==> config.mk <==
export PLATFORM = sky130hd
export DESIGN_NAME = s100_bus_exerciser
export DESIGN_NICKNAME = d
export VERILOG_FILES = /design/src/rtl/s100_bus_exerciser.sv
export SDC_FILE = /design/constraint.sdc
export NUM_CORES = 1
export LEC_CHECK = 0
export CORE_ASPECT_RATIO = 0.5
export CORE_UTILIZATION = 37
export DETAILED_ROUTE_END_ITERATION = 6
export HOLD_SLACK_MARGIN = 0.1
export PLACE_DENSITY = 0.69
export SLEW_MARGIN = 25
export SYNTH_ARGS = -nofsm -noshare
export SYNTH_HDL_FRONTEND = slang
export SYNTH_SLANG_ARGS = --single-unit
==> constraint.sdc <==
create_clock -name pll0_2MHz -period 2.9 [get_ports pll0_2MHz]
set_input_delay 0.87 -clock pll0_2MHz [delete_from_list [all_inputs] [get_ports pll0_2MHz]]
set_output_delay 0.87 -clock pll0_2MHz [all_outputs]
set_load 0.02 [all_outputs]
==> src/rtl/s100_bus_exerciser.sv <==
// s100_bus_exerciser: S-100 bus cycle generator driving read/write cycles over a stepping address
//
// Ports:
//   pll0_2MHz      sole clock, all state updates on its rising edge
//   s100_RESET     asynchronous active-high reset
//   run            enables the prescaler and therefore new bus cycles
//   mode           address sequence: 00 up, 01 down, 10 walking-one, 11 hold
//   step_div       prescaler reload value (0 = tick every clock)
//   F_in_sdsb      status/address/data disable input
//   F_in_cdsb      control disable input
//   S100adr        address bus
//   s100_DO        data-out bus, loaded with the low address byte on write cycles
//   s100_pSYNC     T1 strobe (active-high)
//   s100_pSTVAL    T2 strobe (active-low)
//   s100_pDBIN     T3 read strobe (active-high)
//   s100_n_pWR     T3 write strobe (active-low)
//   s100_sMWRT     T3 write status (active-high)
//   sbcLEDS        inverted top address byte for active-low LEDs
//   F_*_oe         bus buffer enables
//   overrun        sticky: a prescaler tick arrived while a cycle was in progress
//   seg7, seg7_dp  active-low 7-segment display of mode plus a tick-toggled dot
//
// Build option: define S100_EXERCISER_SEG7_EN to drive the seven-segment display;
// without it the display outputs stay blank (all ones).
module s100_bus_exerciser #(
  parameter int ADDR_W = 20,
  parameter int PRE_W  = 16
) (
  input  logic              pll0_2MHz,
  input  logic              s100_RESET,
  input  logic              run,
  input  logic [1:0]        mode,
  input  logic [PRE_W-1:0]  step_div,
  input  logic              F_in_sdsb,
  input  logic              F_in_cdsb,
  output logic [ADDR_W-1:0] S100adr,
  output logic [7:0]        s100_DO,
  output logic              s100_pSYNC,
  output logic              s100_pDBIN,
  output logic              s100_sMWRT,
  output logic              s100_pSTVAL,
  output logic              s100_n_pWR,
  output logic [7:0]        sbcLEDS,
  output logic              F_add_oe,
  output logic              F_bus_stat_oe,
  output logic              F_out_DO_oe,
  output logic              F_bus_ctl_oe,
  output logic              overrun,
  output logic [6:0]        seg7,
  output logic              seg7_dp
);
  typedef enum logic [1:0] {IDLE, T1, T2, T3} state_t;
  state_t state, state_nx;
  logic [PRE_W-1:0] pre;
  logic [ADDR_W-1:0] adr_nx;
  logic tick, accept, wr, wr_next;
  assign tick   = run && pre == '0;
  assign accept = tick && state == IDLE;
  // walking-one reseeds with 1 when the address is zero so the pattern never dies
  always_comb
    adr_nx = mode == 2'b00 ? S100adr + ADDR_W'(1) :
             mode == 2'b01 ? S100adr - ADDR_W'(1) :
             mode == 2'b10 ? (S100adr == '0 ? ADDR_W'(1) : {S100adr[ADDR_W-2:0], S100adr[ADDR_W-1]}) :
             S100adr;
  always_comb begin
    state_nx    = state == IDLE ? (accept ? T1 : IDLE) : state == T1 ? T2 : state == T2 ? T3 : IDLE;
    s100_pSYNC  = state == T1;
    s100_pSTVAL = state != T2;
    s100_pDBIN  = state == T3 && !wr;
    s100_sMWRT  = state == T3 && wr;
    s100_n_pWR  = !(state == T3 && wr);
  end
  // wr is the type of the cycle in progress, wr_next the type of the one to come
  always_ff @(posedge pll0_2MHz or posedge s100_RESET)
    if (s100_RESET) begin
      state   <= IDLE;
      pre     <= '0;
      S100adr <= '0;
      wr      <= 1'b0;
      wr_next <= 1'b0;
      s100_DO <= '0;
      overrun <= 1'b0;
    end else begin
      state <= state_nx;
      if (run) pre <= tick ? step_div : pre - PRE_W'(1);
      if (accept) begin
        S100adr <= adr_nx;
        wr      <= wr_next;
        wr_next <= !wr_next;
        if (wr_next) s100_DO <= adr_nx[7:0];
      end
      if (tick && state != IDLE) overrun <= 1'b1;
    end
  assign sbcLEDS       = ~S100adr[ADDR_W-1 -: 8];
  assign F_add_oe      = !F_in_sdsb;
  assign F_bus_stat_oe = !F_in_sdsb;
  assign F_out_DO_oe   = !F_in_sdsb;
  assign F_bus_ctl_oe  = !F_in_cdsb;
`ifdef S100_EXERCISER_SEG7_EN
  logic dp;
  always_ff @(posedge pll0_2MHz or posedge s100_RESET)
    if (s100_RESET) dp <= 1'b1;
    else if (accept) dp <= !dp;
  // segment order g..a, active-low
  always_comb
    seg7 = mode == 2'd0 ? 7'b1000000 :
           mode == 2'd1 ? 7'b1111001 :
           mode == 2'd2 ? 7'b0100100 : 7'b0110000;
  assign seg7_dp = dp;
`else
  assign seg7    = 7'b1111111;
  assign seg7_dp = 1'b1;
`endif
endmodule

==> summary by stage <==
Setup path
STA classifies the critical path startpoint as an input port. STA classifies the critical path endpoint as an output port. At the worst endpoint, the arrival time is 1.94 ns.

In this run the worst path has a maximum fanout of 3. STA puts the critical path data required time at 2.03 ns. The worst setup path is of the input port to output port kind.

Clock network
The number of H-tree branching levels is 2. After clock tree synthesis, the clock-pin slew on the worst setup and hold paths is 0.06 ns. For this design, the sink count on the clock tree is 49.

The source-to-sink clock delay at the later pin of the worst-skew pair is 0.30 ns. The deepest clock path buffer count is 2. Buffers inserted to repair hold after CTS numbered 0.

In this run the clock root is driven by a sky130_fd_sc_hd__clkbuf_16. The clock tree from TritonCTS is built. In this run the post-CTS setup repair buffer count came out at 0. The total clock buffers created by CTS is 5.

Drt
After detailed routing, the number of vias per cell comes to 5.66. The overall via count from detail_route is 3804. The post-route DRC violation count is 0. The wire length reported by the detailed router is 10800 um. In this run, the number of DRC markers left after iteration 0 of detailed routing was 243. In the final routed layout, each cell accounts on average for 16.1 um. The number of search-and-repair iterations in the first detailed-routing pass is 5. Once detail routing completed, the nets flagged for antenna violations numbered 0.

GRT
Summed over all layers, the global routing overflow is 0. The global-route usage over all layers is 21.3%. The maximum number of pins on one net before global-route repair is 33.

The number of global-route vias before repair is 3384. The first global-routing pass estimated 17500 um of wire. The initial antenna violation count is 0.

Cells and area
Once layout is done, the placed cells without fillers occupy 0.00484 sq mm. The relative area change from synthesis to final layout is 28.7%. Cells with a size suffix above 1 make up 12.7% of the layout. The number of standard cells in the final layout excluding fillers is 672.

The end-of-flow core utilization is 50.1%. The number of antenna diodes in the final layout is 0. The combined flip-flop and latch cell area is 0.00123 sq mm. The multi-input combinational cell area is 0.00221 sq mm. Counting the fill cells in the layout gives 937. At the end of the flow, the number of nets in the layout was 569.

Place
In this run the cell area measured after placement is 0.00468 sq mm. Once detailed placement completed, the half-perimeter wirelength came to 7940 um. In this run, placement finished with an instance count of 664. Input and output buffers added on the ports amount to 68.

OpenSTA, run right after detailed placement, puts the worst setup slack at 0.0736 ns. Routability-driven placement finished with a final weighted congestion of 0.893.

Synthesis
Sequential cells were found to cover 32.6% of the synthesized design area. The number of distinct library cells after synthesis is 66. The number of enable-type register cells in the synthesized netlist is 0.

In the synthesized netlist the dominant register cell turns out to be sky130_fd_sc_hd__dfrtp_1. In this run, synthesis produced a sequential element count of 49. After synthesis, the mean cell area works out to 8.06 sq um. The synthesized instance count is 467. The mapped netlist covers 0.00376 sq mm. The share of synthesized flip-flops with an asynchronous set or reset is 100%. The total of warnings raised by yosys is 0.

Timing
The least setup slack across all paths after layout is 0.0893 ns. The number of hold violations in the final report is 0. The final number of setup-violating endpoints is 0. The total count of max-transition violations in the final report was 0. Setup repair after global routing left no endpoint under its margin. The actual transition at the worst max-transition pin is 0.590 ns. Static timing analysis puts the maximum clock frequency at 0.356 GHz. Headroom to the max-slew limit came out at 60.3%. After routing, the total negative slack on setup checks comes to 0 ns. The time the final worst path needs with I/O delays and setup is 2.81 ns.

The post-route clock skew is 0.0134 ns. The worst path uses 96.9% of the clock period.

Run status
The flow ran to the end, and the final reports show no timing, DRC or antenna violations.

Floorplanning
From bottom edge to top edge, the die measures 73.3 um. For this design the top-level I/O count stands at 77. The die outline width is 145 um.

The floorplan has 25 rows. The overall die area is 0.0106 sq mm. Once the floorplan was initialized, standard cells occupied 38.9% of the core. The placeable core region is 0.00967 sq mm.

Worst hold path
The tightest min-delay check is of the flop to flop type.

Pwr
The leakage power total is 0.00204 uW. The worst-case IR drop observed on VDD is 0.282 mV. For this design the ratio of total power to cell area is 405 mW/mm^2.

Run
The count of max-cap constraint violations is 0.
==> per-stage QoR <==
stage | hold slack (ns) | total power (uW)
global route | 0.503 | 2070
CTS | 0.500 | 1970
global placement | 0.466 | 1330
floorplan | 0.470 | 1190
detailed placement | 0.477 | 1340
finish | 0.486 | 1960
==> final timing paths <==
kind                       cells after the start                       to                    from  slack [ns]
setup / recovery                               3              F_out_DO_oe               F_in_sdsb        0.09
hold / removal                                 1      overrun$_DFFE_PP0P_     overrun$_DFFE_PP0P_        0.49
setup reg to reg                               5  S100adr[19]$_DFFE_PP0P_  S100adr[4]$_DFFE_PP0P_        0.64
hold reg to reg                                1      overrun$_DFFE_PP0P_     overrun$_DFFE_PP0P_        0.49
max in group asynchronous                      3   S100adr[0]$_DFFE_PP0P_              s100_RESET        1.45
min in group asynchronous                      2      pre[12]$_DFFE_PP0P_              s100_RESET        0.91
==> cells in the mapped netlist, types with 2 or more instances <==
cell / number / area [sq um]
sky130_fd_sc_hd__o32ai_1: 4 / 35.0
sky130_fd_sc_hd__or3_1: 7 / 43.8
sky130_fd_sc_hd__o211ai_1: 7 / 52.6
sky130_fd_sc_hd__nand4_1: 8 / 50.1
sky130_fd_sc_hd__inv_1: 33 / 124
sky130_fd_sc_hd__and4_1: 2 / 17.5
sky130_fd_sc_hd__clkbuf_1: 27 / 101
sky130_fd_sc_hd__nand2b_1: 6 / 37.5
sky130_fd_sc_hd__a31oi_1: 5 / 31.3
sky130_fd_sc_hd__dfrtp_1: 49 / 1230
sky130_fd_sc_hd__a31o_2: 2 / 17.5
sky130_fd_sc_hd__mux2i_1: 5 / 50.1
sky130_fd_sc_hd__a221oi_1: 4 / 35.0
sky130_fd_sc_hd__a211oi_1: 3 / 22.5
sky130_fd_sc_hd__or4_1: 7 / 52.6
sky130_fd_sc_hd__mux2_2: 15 / 169
sky130_fd_sc_hd__a21oi_1: 37 / 185
sky130_fd_sc_hd__buf_4: 12 / 90.1
sky130_fd_sc_hd__a22oi_1: 3 / 22.5
sky130_fd_sc_hd__ha_1: 10 / 125
sky130_fd_sc_hd__buf_2: 7 / 35.0
sky130_fd_sc_hd__a21boi_0: 3 / 22.5
sky130_fd_sc_hd__o22ai_1: 6 / 37.5
sky130_fd_sc_hd__o41ai_1: 2 / 17.5
sky130_fd_sc_hd__o2bb2ai_1: 4 / 35.0
sky130_fd_sc_hd__nand3_1: 14 / 70.1
sky130_fd_sc_hd__o221ai_1: 2 / 17.5
sky130_fd_sc_hd__a21o_1: 3 / 22.5
sky130_fd_sc_hd__nor2b_1: 3 / 18.8
sky130_fd_sc_hd__xnor2_1: 5 / 43.8
sky130_fd_sc_hd__o31ai_1: 4 / 30.0
sky130_fd_sc_hd__a22o_1: 2 / 17.5
sky130_fd_sc_hd__nor3_1: 18 / 90.1
sky130_fd_sc_hd__o31a_1: 2 / 17.5
sky130_fd_sc_hd__o21ai_0: 35 / 175
sky130_fd_sc_hd__nor2_1: 27 / 101
sky130_fd_sc_hd__nor4_1: 10 / 62.6
sky130_fd_sc_hd__a32oi_1: 2 / 17.5
sky130_fd_sc_hd__nor4_2: 4 / 50.1
sky130_fd_sc_hd__nand2_1: 42 / 158
==> layout by cell type, fill, tap and decap left out, types with 5 or more instances in the layout <==
cell / netlist / routed
sky130_fd_sc_hd__mux2_2: 15 / 15
sky130_fd_sc_hd__nand3_1: 14 / 14
sky130_fd_sc_hd__xnor2_1: 5 / 5
sky130_fd_sc_hd__inv_1: 33 / 32
sky130_fd_sc_hd__o21ai_0: 35 / 35
sky130_fd_sc_hd__nor4_1: 10 / 10
sky130_fd_sc_hd__nand4_1: 8 / 8
sky130_fd_sc_hd__o211ai_1: 7 / 7
sky130_fd_sc_hd__nand2_1: 42 / 42
sky130_fd_sc_hd__buf_4: 12 / 31
sky130_fd_sc_hd__a31oi_1: 5 / 5
sky130_fd_sc_hd__nand2b_1: 6 / 6
sky130_fd_sc_hd__conb_1: 1 / 8
sky130_fd_sc_hd__clkbuf_16: 0 / 5
sky130_fd_sc_hd__mux2i_1: 5 / 5
sky130_fd_sc_hd__ha_1: 10 / 10
sky130_fd_sc_hd__or4_1: 7 / 7
sky130_fd_sc_hd__or3_1: 7 / 7
sky130_fd_sc_hd__clkdlybuf4s50_1: 0 / 66
sky130_fd_sc_hd__o22ai_1: 6 / 6
sky130_fd_sc_hd__nor2_1: 27 / 27
sky130_fd_sc_hd__nor3_1: 18 / 18
sky130_fd_sc_hd__dfrtp_1: 49 / 49
sky130_fd_sc_hd__a21oi_1: 37 / 37
==> cells by family after synthesis <==
family	after synthesis	synth area share (%)
other cells	1	0.0997
buf+inv	79	9.31
fa+ha+maj	10	3.33
compound gates	142	24.5
mux	20	5.82
simple gates	160	22.9
xor+xnor	6	1.40
flops	49	32.6
==> critical path: stages <==
cell and delay, ns:
sky130_fd_sc_hd__clkdlybuf4s50_1 0.39, sky130_fd_sc_hd__inv_1 0.08, sky130_fd_sc_hd__clkdlybuf4s50_1 0.60
==> layer usage <==
metal	GRT usage, %	wire [um]	up-vias
li1	-	-	1839
met1	31.0	5230	1805
met2	33.1	4840	144
met3	3.52	646	16
met4	4.68	119	0
met5	0	0	-
==> power breakdown <==
| part | internal, uW | switching (uW) | leakage (uW) | total [uW] |
|---|---|---|---|---|
| clock network | 344 | 280 | 0.0000768 | 624 |
| registers | 770 | 120 | 0.000639 | 890 |
| logic | 193 | 255 | 0.00133 | 449 |
| total | 1310 | 655 | 0.00204 | 1960 |
==> state kept, by name, indices dropped and copies added, names as in the netlist <==
signal   count
s100_DO      8
state        2
pre         16
S100adr     20
wr           1
overrun      1
wr_next      1
==> final cells by class <==
| type | instances | share of cell area [%] |
|---|---|---|
| Clock buffer | 6 | 2.87 |
| Clock inverter | 2 | 0.284 |
| Inverter | 33 | 2.56 |
| Multi-Input combinational cell | 346 | 45.7 |
| Sequential cell | 49 | 25.3 |
| Tap cell | 135 | 3.49 |
| Timing Repair Buffer | 101 | 19.8 |
==> repair_timing <==
item                                    in CTS  in global routing
endpoints found under the hold margin        0                  0
endpoints found under the setup margin       0                  2
gates resized for setup                      0                  2
(Power assumes the default switching activity.)
